<file path="src/rtl/alu_ctrl_issue_pkg.sv">
// Shared constants and types for the ALU control encoder and its issue stage.
// Used by both the pipelined issue path and the single-cycle control path.
package alu_ctrl_issue_pkg;

  localparam logic [1:0] OPC_MEM = 2'b00;
  localparam logic [1:0] OPC_BR  = 2'b01;
  localparam logic [1:0] OPC_R   = 2'b10;
  localparam logic [1:0] OPC_I   = 2'b11;

  localparam logic [3:0] F_AND  = 4'b0000;
  localparam logic [3:0] F_OR   = 4'b0001;
  localparam logic [3:0] F_ADD  = 4'b0010;
  localparam logic [3:0] F_SUB  = 4'b0011;
  localparam logic [3:0] F_SLT  = 4'b0100;
  localparam logic [3:0] F_XOR  = 4'b0101;
  localparam logic [3:0] F_NOR  = 4'b0110;
  localparam logic [3:0] F_NAND = 4'b0111;

  localparam logic [2:0] SEL_AND = 3'b000;
  localparam logic [2:0] SEL_OR  = 3'b001;
  localparam logic [2:0] SEL_ADD = 3'b010;
  localparam logic [2:0] SEL_SLT = 3'b011;
  localparam logic [2:0] SEL_XOR = 3'b101;

  typedef struct packed {
    logic [2:0] sel;
    logic       ainvert;
    logic       bnegate;
  } ctrl_t;

  typedef enum logic [1:0] {
    OCC_EMPTY,
    OCC_ONE,
    OCC_FULL
  } occ_e;

  function automatic ctrl_t mk_ctrl(input logic [2:0] sel, input logic ainv, input logic bneg);
    ctrl_t c;
    c.sel     = sel;
    c.ainvert = ainv;
    c.bnegate = bneg;
    return c;
  endfunction

  localparam ctrl_t CTRL_ADD = '{sel: SEL_ADD, ainvert: 1'b0, bnegate: 1'b0};
  localparam ctrl_t CTRL_SUB = '{sel: SEL_ADD, ainvert: 1'b0, bnegate: 1'b1};

endpackage

</file>
<file path="src/rtl/alu_ctrl_issue_encode.sv">
// Combinational (op class, funct) -> ALU control word plus illegal flag.
// Illegal encodings fall back to ADD so the result mux only sees legal selects.
module alu_ctrl_encode
  import alu_ctrl_issue_pkg::*;
#(
  parameter int unsigned FUNCT_W = 4
) (
  input  logic [1:0]         alu_op_i,
  input  logic [FUNCT_W-1:0] funct_i,
  output ctrl_t              ctrl_o,
  output logic               illegal_o
);

  ctrl_t r_ctrl;
  logic  r_ok;
  logic  i_ok;

  always_comb begin
    r_ctrl = CTRL_ADD;
    r_ok   = 1'b1;
    i_ok   = 1'b1;
    case (funct_i)
      FUNCT_W'(F_AND):  r_ctrl = mk_ctrl(SEL_AND, 1'b0, 1'b0);
      FUNCT_W'(F_OR):   r_ctrl = mk_ctrl(SEL_OR,  1'b0, 1'b0);
      FUNCT_W'(F_ADD):  r_ctrl = mk_ctrl(SEL_ADD, 1'b0, 1'b0);
      FUNCT_W'(F_SUB):  r_ctrl = mk_ctrl(SEL_ADD, 1'b0, 1'b1);
      FUNCT_W'(F_SLT):  r_ctrl = mk_ctrl(SEL_SLT, 1'b0, 1'b1);
      FUNCT_W'(F_XOR):  r_ctrl = mk_ctrl(SEL_XOR, 1'b0, 1'b0);
      FUNCT_W'(F_NOR):  r_ctrl = mk_ctrl(SEL_AND, 1'b1, 1'b1);
      FUNCT_W'(F_NAND): r_ctrl = mk_ctrl(SEL_OR,  1'b1, 1'b1);
      default:          r_ok   = 1'b0;
    endcase
    // Immediate class only supports the subset without a register-only form
    case (funct_i)
      FUNCT_W'(F_AND), FUNCT_W'(F_OR), FUNCT_W'(F_ADD),
      FUNCT_W'(F_SLT), FUNCT_W'(F_XOR): i_ok = 1'b1;
      default:                          i_ok = 1'b0;
    endcase
  end

  always_comb begin
    ctrl_o    = CTRL_ADD;
    illegal_o = 1'b0;
    case (alu_op_i)
      OPC_MEM: ctrl_o = CTRL_ADD;
      OPC_BR:  ctrl_o = CTRL_SUB;
      OPC_R: begin
        ctrl_o    = r_ok ? r_ctrl : CTRL_ADD;
        illegal_o = ~r_ok;
      end
      OPC_I: begin
        ctrl_o    = i_ok ? r_ctrl : CTRL_ADD;
        illegal_o = ~i_ok;
      end
      default: ctrl_o = CTRL_ADD;
    endcase
  end

endmodule

</file>
<file path="src/rtl/alu_ctrl_issue.sv">
// ALU control issue stage: encodes decoded op fields and issues them through
// a 2-entry skid buffer with registered ready/valid, sticky illegal flag and issue counter.
module alu_ctrl_issue
  import alu_ctrl_issue_pkg::*;
#(
  parameter int unsigned CNT_W   = 16,
  parameter int unsigned FUNCT_W = 4
) (
  input  logic               clk_i,
  input  logic               rst_i,
  input  logic               in_valid_i,
  output logic               in_ready_o,
  input  logic [1:0]         alu_op_i,
  input  logic [FUNCT_W-1:0] funct_i,
  output logic               out_valid_o,
  input  logic               out_ready_i,
  output logic [2:0]         sel_o,
  output logic               ainvert_o,
  output logic               bnegate_o,
  output logic               illegal_o,
  output logic [CNT_W-1:0]   issue_cnt_o
);

  occ_e             state_q, state_d;
  ctrl_t            head_q, head_d;
  ctrl_t            skid_q, skid_d;
  logic             rdy_q, rdy_d;
  logic             vld_q, vld_d;
  logic             ill_q, ill_d;
  logic [CNT_W-1:0] cnt_q, cnt_d;

  ctrl_t enc_ctrl;
  logic  enc_illegal;
  logic  in_xfer;
  logic  out_xfer;

  alu_ctrl_encode #(
    .FUNCT_W (FUNCT_W)
  ) u_encode (
    .alu_op_i  (alu_op_i),
    .funct_i   (funct_i),
    .ctrl_o    (enc_ctrl),
    .illegal_o (enc_illegal)
  );

  // Ready is held low for the whole reset window, not just after the first edge
  assign in_ready_o  = rdy_q & ~rst_i;
  assign out_valid_o = vld_q;
  assign sel_o       = head_q.sel;
  assign ainvert_o   = head_q.ainvert;
  assign bnegate_o   = head_q.bnegate;
  assign illegal_o   = ill_q;
  assign issue_cnt_o = cnt_q;

  assign in_xfer  = in_valid_i & in_ready_o;
  assign out_xfer = out_valid_o & out_ready_i;

  always_comb begin
    state_d = state_q;
    head_d  = head_q;
    skid_d  = skid_q;
    ill_d   = ill_q | (in_xfer & enc_illegal);
    cnt_d   = out_xfer ? cnt_q + CNT_W'(1) : cnt_q;
    case (state_q)
      OCC_EMPTY: begin
        if (in_xfer) begin
          head_d  = enc_ctrl;
          state_d = OCC_ONE;
        end
      end
      OCC_ONE: begin
        if (in_xfer && out_xfer) begin
          head_d = enc_ctrl;
        end else if (in_xfer) begin
          skid_d  = enc_ctrl;
          state_d = OCC_FULL;
        end else if (out_xfer) begin
          state_d = OCC_EMPTY;
        end
      end
      OCC_FULL: begin
        if (out_xfer) begin
          head_d  = skid_q;
          state_d = OCC_ONE;
        end
      end
      default: state_d = OCC_EMPTY;
    endcase
    rdy_d = (state_d != OCC_FULL);
    vld_d = (state_d != OCC_EMPTY);
  end

  always_ff @(posedge clk_i) begin
    if (rst_i) begin
      state_q <= OCC_EMPTY;
      head_q  <= CTRL_ADD;
      skid_q  <= CTRL_ADD;
      rdy_q   <= 1'b1;
      vld_q   <= 1'b0;
      ill_q   <= 1'b0;
      cnt_q   <= '0;
    end else begin
      state_q <= state_d;
      head_q  <= head_d;
      skid_q  <= skid_d;
      rdy_q   <= rdy_d;
      vld_q   <= vld_d;
      ill_q   <= ill_d;
      cnt_q   <= cnt_d;
    end
  end

endmodule

</file>
<file path="config.mk">
export PLATFORM = sky130hd
export DESIGN_NAME = alu_ctrl_issue
export DESIGN_NICKNAME = d
export VERILOG_FILES = /design/src/rtl/alu_ctrl_issue_pkg.sv /design/src/rtl/alu_ctrl_issue_encode.sv /design/src/rtl/alu_ctrl_issue.sv
export SDC_FILE = /design/constraint.sdc
export NUM_CORES = 1
export LEC_CHECK = 0
export CAP_MARGIN = 0
export CORE_MARGIN = 2
export CORE_UTILIZATION = 49
export CTS_CLUSTER_DIAMETER = 40
export CTS_CLUSTER_SIZE = 28
export DETAILED_ROUTE_END_ITERATION = 8
export PLACE_DENSITY = 0.77
export REMOVE_ABC_BUFFERS = 1
export SLEW_MARGIN = 20
export SYNTH_ARGS = -nofsm -noshare
export SYNTH_HDL_FRONTEND = slang
export SYNTH_SLANG_ARGS = --single-unit
</file>
<file path="constraint.sdc">
create_clock -name clk_i -period 1.7 [get_ports clk_i]
set_input_delay 0.17 -clock clk_i [delete_from_list [all_inputs] [get_ports clk_i]]
set_output_delay 0.17 -clock clk_i [all_outputs]
set_load 0.1 [all_outputs]
</file>
==> impl_results.md <==
- Status: finished, final reports clean
- Max-cap viol count: 0
- Initial antenna violation count: 0
- Core Footprint: 3030 sq um
- Pwr/cell area: 776 nW/um^2
- Period Utilization, post-route: 91.0%
- FMAX: 0.646 GHz
- CP max stage delay: 0.55 ns
- Vias/cell: 5.49
- Crit Path Max Fanout: 7
- DRC viols: 0
- WS Path Type: register to register
- RSZ-0062 raised after global routing: false
- TritonCTS clock tree: done
- Fin Setup TNS: 0 ns
- Worst Setup End Kind: register
- RePlAce Congestion: 0.811
- Slew margin rel.: 70.7%
- Placed instance area: 2160 sq um
- Yosys warns: 0
- Syn-to-layout area delta: 46.0%
- Pre-antenna DRT Iters: 4
- Cells after Synth: 178
- Largest net degree at the start of global routing: 21
- # setup viols final: 0
- DR vias: 1505
- Die Y: 60.0 um
- Clk pwr share: 35.6%
- Initial core utilization: 50.7%
- Congestion Overflow GR: 0
- Seq cells post-synth: 31
- ANT cells: 0
- Sequential-to-total area share from yosys stat: 40.4%
- Total GRT Usage: 24.1%
- Num ports: 34
- Slew @ Worst Pin: 0.438 ns
- CTS sink count: 31
- Slowest CP cell: dfxtp_1
- Hold Crit Class: register to register
- Sw frac: 29.9%
- Share of cells above drive strength 1: 25.2%
- Skew final: 0.0135 ns
- Clk slew on worst S/H paths: 0.11 ns
- Combinational power share: 20.2%
- Syn_area_per_cell: 8.63 sq um
- Finished Core Util: 74.1%
- WP data required: 1.95 ns
- Dominant cell type by area after synthesis: dfxtp_1
- Post-Route WL: 3.78 mm
- Global-route wire length before repair: 6.48 mm
- Antenna Nets Post-Route: 0
- Finished layout cell area: 2240 sq um
- Cell Area, Synth: 1540 sq um
- Root buffer cell: clkbuf_4
- Max Root-Sink Buffers: 2
- Gates resized, CTS repair: 0
- Final min period: 1.55 ns
- Vias in the first global route: 1444
- Share of synthesized registers carrying an async set or reset: 0%
- Max VDD drop: 0.462 mV
- Flop pwr share: 44.2%
- PortBufs: 33
- Final worst slack: 0.153 ns
- Std cell rows: 20
- Switch Pwr: 520 uW
- Internal Power: 1.22 mW
- DR iter-0 viols: 85
- Final nets: 240
- Dominant synthesized flop cell: dfxtp_1
- Yosys top cell area share: 40.4%
- Worst path cell trace: nand4_4, nor4_4, a21oi_1, a31o_1
- Final slew viol count: 0
- # hold bufs at CTS: 0
- DP Worst Slack: -0.0499 ns
- Lkg Pwr: 0.880 nW
- Drt wl/cell: 13.8 um
- Count of unique library cells instantiated by Yosys: 45
- Detail Placement HPWL: 2.90 mm
- Setup bufs post-CTS: 0
- Crit path arrival time: 1.80 ns
- Largest cells by area after synthesis: dfxtp_1 40%, nor2_1 5.6%, a21oi_1 3.6%, nand3_1 3.6%, xnor2_1 3.4%
- CP top delay family: simple AND/OR/NAND/NOR gates
- H-Tree Depth: 2
- Final count of hold timing violations: 0
- Post-synth EDFFs: 0
- CTS buffer count: 5
- Die W: 60.0 um
- Crit start category: register
- CP bufs+invs: 0
- Die footprint: 3600 sq um
- Clk Latency, worst-skew pair: 0.35 ns
## synth_stat cells (4+ instances only)
library cell	count
dfxtp_1	31
nand3_1	11
nor2b_1	5
nand4_1	6
xor2_1	6
nor3_1	5
inv_1	6
nand2b_1	6
clkbuf_1	4
nand2_1	12
xnor2_1	6
nor2_1	23
a21oi_1	11
## state kept, by name, indices dropped and copies added (netlist names)
register	cells
bnegate_o	1
out_valid_o	1
sel_o	3
state_q	2
skid_q	5
illegal_o	1
ainvert_o	1
issue_cnt_o	16
rdy_q	1
## worst reg2reg max path: stages (launching register included)
cell and delay (ns):
dfxtp_1 0.55, nand4_4 0.20, nor4_4 0.42, a21oi_1 0.11, a31o_1 0.20
## kinds of logic (layout without fill, tap and decap cells)
family,Yosys count,after routing,share of synthesized area (%)
AOI/OAI and AO/OA,34,34,16.2
xor gates and xnor gates,12,12,6.84
adders and majority gates,1,1,0.814
buffers and inverters,14,66,3.74
DFF,31,31,40.4
muxes,3,3,1.95
and+or+nand+nor,83,83,30.0
## metal layers
metal | global-route usage (%) | share of wire (%)
met5 | 0 | 0
met4 | 12.1 | 2.8
met3 | 6.28 | 5.0
met2 | 40.5 | 49
met1 | 28.0 | 43
## metrics by stage
stage,instances,power (mW),hold WS (ns)
after detailed placement,266,1.14,0.443
after CTS,274,1.74,0.463
after floorplan,170,0.994,0.239
final,274,1.74,0.463
after global placement,266,1.13,0.433
after global routing,274,1.79,0.483
## power groups by stage
stage	registers, mW	clock network (mW)	logic (mW)
3_3_place_gp	0.785	0	0.342
6_report	0.770	0.621	0.351
4_1_cts	0.769	0.620	0.351
3_5_place_dp	0.786	0	0.350
2_1_floorplan	0.902	0	0.0923
5_1_grt	0.773	0.649	0.370
## cell usage in the layout (no fill, tap or decap), types with 6 or more instances in the layout
cell and instances:
xnor2_1 6, clkdlybuf4s50_1 9, a21oi_1 11, inv_1 6, nor2_1 23, nand2_1 12, nand4_1 6, buf_4 28
nand2b_1 6, buf_12 15, dfxtp_1 31, xor2_1 6, nand3_1 11
## path summary, 6_finish.rpt
path / start / endpoint / slack (ns) / cells after the start
min reg2reg: skid_q[0] / skid_q[0] / 0.46 / 2
max reg2reg: issue_cnt_o[3] / issue_cnt_o[15] / 0.15 / 4
min: skid_q[0] / skid_q[0] / 0.46 / 2
max: issue_cnt_o[3] / issue_cnt_o[15] / 0.15 / 4
## cell type report
cell class                 instances  area, sq um
clock inverter                     2         35.0
inverter                           6         22.5
clock buffer                       6         51.3
tap                               44         55.1
timing repair buffer              52          601
sequential                        31          621
fill                             224          785
multi-input combinational        133          858
No activity file was read; power rests on OpenSTA's default activity.
